`src/rtl/axi_chan_buffer_if.sv`:
```
`default_nettype none
// =============================================================================
// axi_chan_buffer_if : valid/ready/payload/last bundle for one AXI channel
// Rev 1.0
// =============================================================================
interface axi_chan_buffer_if #(
  parameter int DATA_W = 32
);
  logic              valid;
  logic              ready;
  logic [DATA_W-1:0] data;
  logic              last;

  modport master (output valid, output data, output last, input ready);
  modport slave  (input valid, input data, input last, output ready);
endinterface
`default_nettype wire

```
`src/rtl/axi_chan_buffer.sv`:
```
`default_nettype none
// =============================================================================
// axi_chan_buffer : single-clock AXI channel FIFO with optional store-and-forward
// Rev 1.0
// =============================================================================
module axi_chan_buffer #(
  parameter int DATA_W   = 32,
  parameter int DEPTH    = 4,
  parameter int PKT_MODE = 0,
  parameter int CW       = $clog2(DEPTH) + 1
) (
  input  wire            aclk,
  input  wire            aresetn,
  input  wire            flush,
  axi_chan_buffer_if.slave  s,
  axi_chan_buffer_if.master m,
  output logic [CW-1:0]  level,
  output logic [CW-1:0]  pkts
);

  localparam int            AW       = $clog2(DEPTH);
  localparam logic [CW-1:0] FULL_LVL = CW'(DEPTH);

  logic [DATA_W-1:0] mem_q  [DEPTH];
  logic              last_q [DEPTH];
  logic [AW-1:0]     wr_ptr_q, wr_ptr_d;
  logic [AW-1:0]     rd_ptr_q, rd_ptr_d;
  logic [CW-1:0]     level_q, level_d;
  logic [CW-1:0]     pkts_q, pkts_d;
  logic              cut_q, cut_d;
  logic              s_ready_q, s_ready_d;

  logic              m_valid_w;
  logic              m_last_w;
  logic              push;
  logic              pop;

  assign m_last_w = last_q[rd_ptr_q];

  // Packet mode releases beats only for complete bursts, or once a full
  // buffer with no complete burst forces cut-through to avoid deadlock.
  always_comb begin
    if (PKT_MODE != 0) begin
      m_valid_w = cut_q ? (level_q != '0) : (pkts_q != '0);
    end else begin
      m_valid_w = (level_q != '0);
    end
  end

  assign push = s.valid && s_ready_q;
  assign pop  = m_valid_w && m.ready;

  always_comb begin
    wr_ptr_d  = wr_ptr_q;
    rd_ptr_d  = rd_ptr_q;
    level_d   = level_q;
    pkts_d    = pkts_q;
    cut_d     = cut_q;
    s_ready_d = s_ready_q;

    if (flush) begin
      wr_ptr_d  = '0;
      rd_ptr_d  = '0;
      level_d   = '0;
      pkts_d    = '0;
      cut_d     = 1'b0;
      s_ready_d = 1'b1;
    end else begin
      if (push) wr_ptr_d = wr_ptr_q + AW'(1);
      if (pop)  rd_ptr_d = rd_ptr_q + AW'(1);

      case ({push, pop})
        2'b10:   level_d = level_q + CW'(1);
        2'b01:   level_d = level_q - CW'(1);
        default: level_d = level_q;
      endcase

      case ({push && s.last, pop && m_last_w})
        2'b10:   pkts_d = pkts_q + CW'(1);
        2'b01:   pkts_d = pkts_q - CW'(1);
        default: pkts_d = pkts_q;
      endcase

      // Set from next-state values so m_valid rises the cycle after fill.
      cut_d = (cut_q && !(pop && m_last_w)) ||
              ((level_d == FULL_LVL) && (pkts_d == '0));

      s_ready_d = (level_d != FULL_LVL);
    end
  end

  always_ff @(posedge aclk or negedge aresetn) begin
    if (!aresetn) begin
      wr_ptr_q  <= '0;
      rd_ptr_q  <= '0;
      level_q   <= '0;
      pkts_q    <= '0;
      cut_q     <= 1'b0;
      s_ready_q <= 1'b0;
    end else begin
      wr_ptr_q  <= wr_ptr_d;
      rd_ptr_q  <= rd_ptr_d;
      level_q   <= level_d;
      pkts_q    <= pkts_d;
      cut_q     <= cut_d;
      s_ready_q <= s_ready_d;
    end
  end

  always_ff @(posedge aclk or negedge aresetn) begin
    if (!aresetn) begin
      for (int i = 0; i < DEPTH; i++) begin
        mem_q[i]  <= '0;
        last_q[i] <= 1'b0;
      end
    end else if (push && !flush) begin
      mem_q[wr_ptr_q]  <= s.data;
      last_q[wr_ptr_q] <= s.last;
    end
  end

  assign s.ready = s_ready_q;
  assign m.valid = m_valid_w;
  assign m.data  = mem_q[rd_ptr_q];
  assign m.last  = m_last_w;
  assign level   = level_q;
  assign pkts    = pkts_q;

endmodule
`default_nettype wire
```
`src/flat_wrapper.sv`:
```
// flat-port wrapper written by rule: the top's interface ports become plain ports
module axi_chan_buffer_flat 
#(
  parameter int DATA_W   = 32,
  parameter int DEPTH    = 4,
  parameter int PKT_MODE = 0,
  parameter int CW       = $clog2(DEPTH) + 1
)
  (aclk, aresetn, flush, level, pkts, s_valid, s_data, s_last, s_ready, m_valid, m_data, m_last, m_ready);
  axi_chan_buffer_if #(.DATA_W(DATA_W)) s_i ();
  axi_chan_buffer_if #(.DATA_W(DATA_W)) m_i ();
  input  wire aclk;
  input  wire aresetn;
  input  wire flush;
  output logic [CW-1:0] level;
  output logic [CW-1:0] pkts;
  input wire logic [$bits(s_i.valid)-1:0] s_valid;
  input wire logic [$bits(s_i.data)-1:0] s_data;
  input wire logic [$bits(s_i.last)-1:0] s_last;
  output wire logic [$bits(s_i.ready)-1:0] s_ready;
  output wire logic [$bits(m_i.valid)-1:0] m_valid;
  output wire logic [$bits(m_i.data)-1:0] m_data;
  output wire logic [$bits(m_i.last)-1:0] m_last;
  input wire logic [$bits(m_i.ready)-1:0] m_ready;
  assign s_i.valid = s_valid;
  assign s_i.data = s_data;
  assign s_i.last = s_last;
  assign s_ready = s_i.ready;
  assign m_valid = m_i.valid;
  assign m_data = m_i.data;
  assign m_last = m_i.last;
  assign m_i.ready = m_ready;
  axi_chan_buffer #(.DATA_W(DATA_W), .DEPTH(DEPTH), .PKT_MODE(PKT_MODE), .CW(CW)) u_core (.aclk(aclk), .aresetn(aresetn), .flush(flush), .s(s_i), .m(m_i), .level(level), .pkts(pkts));
endmodule
```
`config.mk`:
```
export PLATFORM = sky130hd
export DESIGN_NAME = axi_chan_buffer_flat
export DESIGN_NICKNAME = d
export VERILOG_FILES = /design/src/rtl/axi_chan_buffer_if.sv /design/src/rtl/axi_chan_buffer.sv /design/src/flat_wrapper.sv
export SDC_FILE = /design/constraint.sdc
export NUM_CORES = 1
export LEC_CHECK = 0
export CAP_MARGIN = 10
export CORE_ASPECT_RATIO = 0.8
export CORE_MARGIN = 4
export CORE_UTILIZATION = 45
export DETAILED_ROUTE_END_ITERATION = 12
export GPL_TIMING_DRIVEN = 0
export PLACE_DENSITY = 0.67
export REMOVE_ABC_BUFFERS = 1
export SETUP_SLACK_MARGIN = 0.15
export SLEW_MARGIN = 20
export SYNTH_ARGS = -nofsm -noshare
export SYNTH_HDL_FRONTEND = slang
export SYNTH_SLANG_ARGS = --single-unit
```
`constraint.sdc`:
```
create_clock -name aclk -period 3.57 [get_ports aclk]
set_input_delay 0.714 -clock aclk [delete_from_list [all_inputs] [get_ports aclk]]
set_output_delay 0.714 -clock aclk [all_outputs]
set_load 0.005 [all_outputs]
```
== Word level (Yosys, flattened, before mapping) ==
Index checks and enable logic that the tools add are counted.

* $add $sub $neg: 6
* Order comparisons: 3
* Eq/ne operators: 5
* Mux-type cells: 22
* Bitwise gates (word level): 2
* Reduce and logical (&&, ||, !) cells: 11

{| class="wikitable"
|+ Operator list
! kind !! number
|-
| $bwmux 128 || 1
|-
| $mux 32 || 3
|-
| $bmux 32 s2 || 1
|-
| $demux 32 s2 || 1
|-
| $pmux 3 s2 || 2
|-
| $mux 3 || 3
|-
| $mux 2 || 4
|-
| $add 3x1->3 const B || 2
|-
| $ge 3x3->1 const B || 2
|-
| $logic_and 1x1->1 || 6
|-
| $not 2->3 || 2
|-
| $reduce_bool 3->1 || 2
|-
| $sub 3x1->3 const B || 2
|-
| $add 2x1->2 const B || 2
|-
| $bwmux 4 || 1
|-
| $eq 2x1->1 const B || 2
|-
| $eq 2x2->1 const B || 2
|-
| $mux 1 || 4
|-
| $reduce_bool 2->1 || 2
|-
| $lt 3x1->1 const B || 1
|-
| $ne 3x3->1 const B || 1
|-
| $bmux 1 s2 || 1
|-
| $demux 1 s2 || 1
|-
| $logic_not 1->1 || 1
|}

* Flip-flop bits (word level): 143
* Input bits: 38
* Output and inout bits: 41
* Word-level logic and storage cells: 62

== Logic depth before layout (Yosys ltp) ==
* Word-level depth: 8
* Depth in mapped cells: 8
* Depth with buffers taken out: 8

== Least setup slack after synthesis ==
OpenSTA, ideal clock, no wires.

* Path type: input port to flip-flop
* From: in m_ready
* To: reg u_core.s_ready_q (netlist: u_core.s.ready)
* Setup time: 0.122 ns
* Arrival: 2.262 ns
* Data required time: 3.448 ns
* Slack: 1.185 ns
* Cell stages on the path: 8
* Buffers on the path: 0
* Cells stage by stage: o31a_1 > ha_1 > inv_1 > fa_1 > xor2_1 > or3_1 > a21oi_1 > nand2b_1

* Word-level cells in the longest chain between the ends: 6
* Elaborated cells between the ends (all ways): 7
* Classes of those cells: 3 x eq/ne; 3 x mux; 1 x reduce/logical

{| class="wikitable"
|+ Ends and longest elaborated chain
! item !! RTL line !! text
|-
| from (decl) || flat_wrapper.sv:24 || <nowiki>input wire logic [$bits(m_i.ready)-1:0] m_ready;</nowiki>
|-
| $logic_and 1x1->1 * || axi_chan_buffer.sv:51 || <nowiki>assign pop = m_valid_w && m.ready;</nowiki>
|-
| $eq 2x1->1 / $eq 2x2->1 (equally long branches) || axi_chan_buffer.sv:72 || <nowiki>case ({push, pop})</nowiki>
|-
| $pmux 3 s2 * || axi_chan_buffer.sv:72 ||
|-
| $mux 3 * || axi_chan_buffer.sv:61 || <nowiki>if (flush) begin</nowiki>
|-
| $ne 3x3->1 * || axi_chan_buffer.sv:88 || <nowiki>s_ready_d = (level_d != FULL_LVL);</nowiki>
|-
| $mux 1 * || axi_chan_buffer.sv:61 ||
|-
| via u_core.s_ready_d || axi_chan_buffer.sv:31 || <nowiki>logic s_ready_q, s_ready_d;</nowiki>
|-
| to (signal assigned) || axi_chan_buffer.sv:106 || <nowiki>s_ready_q <= s_ready_d;</nowiki>
|-
| to (decl) || axi_chan_buffer.sv:31 ||
|}

The timed path passes the listed nets; every way through them passes the cells marked *. The select of a mux whose other input is x is not followed.
A chain may end at the register's enable or synchronous reset.

== Final worst setup path ==
* From: reg u_core.rd_ptr_q[0]
* To: out m_data[5]

* Word-level cells in the longest chain between the ends: 4

{| class="wikitable"
|+ Ends and longest elaborated chain
! item !! RTL line !! text
|-
| from (decl) || axi_chan_buffer.sv:27 || <nowiki>logic [AW-1:0] rd_ptr_q, rd_ptr_d;</nowiki>
|-
| from (signal assigned) || axi_chan_buffer.sv:102 || <nowiki>rd_ptr_q <= rd_ptr_d;</nowiki>
|-
| $not 2->3 (implied by the code) || axi_chan_buffer.sv:124 || <nowiki>assign m.data = mem_q[rd_ptr_q];</nowiki>
|-
| $bmux 32 s2 || axi_chan_buffer.sv:124 ||
|-
| $mux 32 (implied by the code) (2 in series) || axi_chan_buffer.sv:124 ||
|-
| to (decl) || flat_wrapper.sv:22 || <nowiki>output wire logic [$bits(m_i.data)-1:0] m_data;</nowiki>
|}

No other way between the ends. The select of a mux whose other input is x is not followed.

==> flow_metrics.py <==
metrics = {
    "power_and_ir_drop": {
        "clkPwrFrac": 0.273,
        "swShare": 0.259,
        "combPwrFrac": 0.341,
        "p_sw_mw": 1.81,
        "p_leak_nw": 3.49,
        "seqPwrFrac": 0.386,
        "ir_drop_mv": 0.419,
        "power_density_nw_per_um2": 867,
        "internal-power_mw": 5.20,
    },
    "route": {
        "wirelength_um": 13000,
        "drtPass1Iterations": 4,
        "drt_iter0_drc": 175,
        "antenna_left": 0,
        "num_vias": 3577,
        "drc": 0,
        "routedWlPerCell_um": 19.6,
        "viasPerCell": 5.40,
    },
    "clock_tree": {
        "clkLatencyLatePin_ns": 0.41,
        "cts-buffers-inserted": 17,
        "cts_hold_buf": 0,
        "post_cts_buffers": 0,
        "clkTransAtPathRegs_ns": 0.06,
        "cts_buffer_depth": 2,
        "cts_resized": 0,
        "tritoncts": "built",
        "clkSinkCount": 143,
        "cts-root-buf": "clkbuf_16",
        "htree_levels": 4,
    },
    "yosys": {
        "synthSimpleGateAreaFrac": 0.0247,
        "synth_top_cell_area_share": 0.564,
        "synth_common_cells": "143 x dfrtp_1, 132 x mux2_2, 33 x mux4_2",
        "synthFlopType": "dfrtp_1",
        "ys_ff_latch": 143,
        "syn-mean-instance-area_um2": 16.3,
        "synth_most_common_cell": "dfrtp_1",
        "ys_types": 29,
        "synth_fa_ha_area_frac": 0.0162,
        "muxShareOfSynthArea": 0.357,
        "syn_area_um2": 6340,
        "yosysSeqAreaShare": 0.564,
        "synth_area_leaders": "dfrtp_1 56%, mux2_2 23%, mux4_2 12%, buf_2 1.3%, ha_1 0.99%",
        "syn_inst": 389,
        "async_flop_share": 1.00,
        "yosys_warnings": 0,
        "synth_top_family_by_area": "multiplexers",
        "synth_xor_xnor_area_share": 0.0112,
        "synth-edff-count": 0,
        "synth_compound_area_frac": 0.00671,
        "synth_top_cell_by_area": "dfrtp_1",
    },
    "placement": {
        "io_buffers": 78,
        "place_congestion": 0.727,
        "hpwl_um": 8140,
        "dp.cells": 632,
        "placed_area_um2": 7440,
        "post-place-ws_ns": 0.499,
    },
    "layout": {
        "nets": 516,
        "diodes": 0,
        "final_area_um2": 8090,
        "syn_to_final_growth_pct": 27.5,
        "drive_gt1_frac": 0.439,
        "fin_util": 0.590,
        "stdcell_count": 663,
    },
    "timing": {
        "slew-limit-headroom": 0.604,
        "layout_min_cycle_time_ns": 3.09,
        "setup_ws_ns": 0.483,
        "fin_tns_setup_ns": 0,
        "drv_slew": 0,
        "period_share": 0.865,
        "clock.fmax_ghz": 0.324,
        "setup_violations": 0,
        "hold_viol": 0,
        "rsz0062_at_grt": "false",
        "worstMarginPinSlew_ns": 0.591,
        "clock_skew_ns": 0.00924,
    },
    "flow_run": {
        "cap_violations": 0,
    },
    "critical_path": {
        "crit_path_end_kind": "primary output",
        "crit_start": "u_core.rd_ptr_q[0]",
        "cp.arrival_ns": 2.37,
        "critical_path.startpoint_type": "flip-flop",
        "crit_type": "reg2out",
        "critPathMaxFanout": 19,
        "cp_data_required_time_ns": 2.86,
        "rr_startpoint": "u_core.rd_ptr_q[0]",
    },
    "floorplanning": {
        "die_h_um": 114,
        "design.core.area_um2": 13700,
        "initial_core_util": 0.463,
        "die_area_um2": 16100,
        "die_x_um": 141,
        "ioPinCount": 79,
        "num_rows": 38,
    },
    "grt": {
        "globalRoute.totalOverflow": 0,
        "track_usage": 0.175,
        "grt_max_degree": 76,
        "grt_pass1_vias": 4055,
        "antenna_found_initial": 0,
        "grt_pass1_wl_um": 21800,
    },
    "worst_hold_path": {
        "hp-class": "in2async",
    },
    "outcome": {
        "status": "completed",
    },
}
-- worst paths after layout --
path	end	cells after the start	slack (ns)
worst max-delay path	m_data[5]	3	0.48
worst min-delay path	u_core.mem_q[111]	1	0.27
worst max register to register	u_core.pkts[2]	7	1.09
worst min register to register	u_core.mem_q[50]	1	0.50
max in group asynchronous	u_core.mem_q[84]	2	2.57
min in group aclk	u_core.mem_q[50]	1	0.50
-- cells by family after synthesis --
logic type / Yosys count
AND/OR/NAND/NOR: 31
multiplexers: 168
buffers and inverters: 27
flip-flops: 143
adder cells (fa/ha/maj): 7
AO/OA/AOI/OAI: 7
XOR/XNOR: 6
-- worst max-delay path, stage by stage, from the launching register on --
cell and delay (ns):
dfrtp_4 0.67, buf_12 0.26, mux4_2 0.55, clkdlybuf4s50_1 0.47
-- flip-flops by register name, summed over array words and instances, names as in the netlist --
| signal | flops |
|---|---|
| u_core.wr_ptr_q | 2 |
| u_core.level | 3 |
| u_core.pkts | 3 |
| u_core.s.ready | 1 |
| u_core.mem_q | 128 |
| u_core.last_q | 4 |
| u_core.rd_ptr_q | 2 |
-- power groups by stage --
stage	Sequential (mW)	Clock, mW	Combinational, mW
after floorplan	2.63	0	1.35
after global placement	2.74	0	2.23
after detailed placement	2.73	0	2.42
after CTS	2.71	1.96	2.44
after global routing	2.80	2.04	2.59
final	2.71	1.91	2.39
-- final cells by class --
type,count,area (µm²)
Clock buffer,19,453
Timing Repair Buffer,85,971
Inverter,5,18.8
Fill cell,1068,5610
Sequential cell,143,3580
Multi-Input combinational cell,219,2640
Tap cell,180,225
Clock inverter,12,190
-- cell usage in the layout (no fill, tap or decap), types with 6 or more instances in the layout --
| master | n |
|---|---|
| buf_16 | 6 |
| clkbuf_16 | 17 |
| clkdlybuf4s50_1 | 77 |
| dfrtp_1 | 141 |
| mux2_2 | 132 |
| mux4_2 | 33 |
| nor2_1 | 9 |
-- per-layer routing --
metal / part of all wire / wire, µm / up-vias / global-route usage
li1: - / - / 1598 / -
met1: 0.44 / 5770 / 1913 / 0.231
met2: 0.51 / 6580 / 58 / 0.287
met3: 0.040 / 521 / 8 / 0.0505
met4: 0.0076 / 99 / 0 / 0.0478
met5: 0 / 0 / - / 0
-- per-stage QoR --
stage               power, mW  hold slack (ns)
global placement         4.98            0.481
global route             7.43            0.293
floorplan                3.98            0.418
detailed placement       5.15            0.488
finish                   7.01            0.267
CTS                      7.11            0.269
Power figures use the tool's default switching activity.
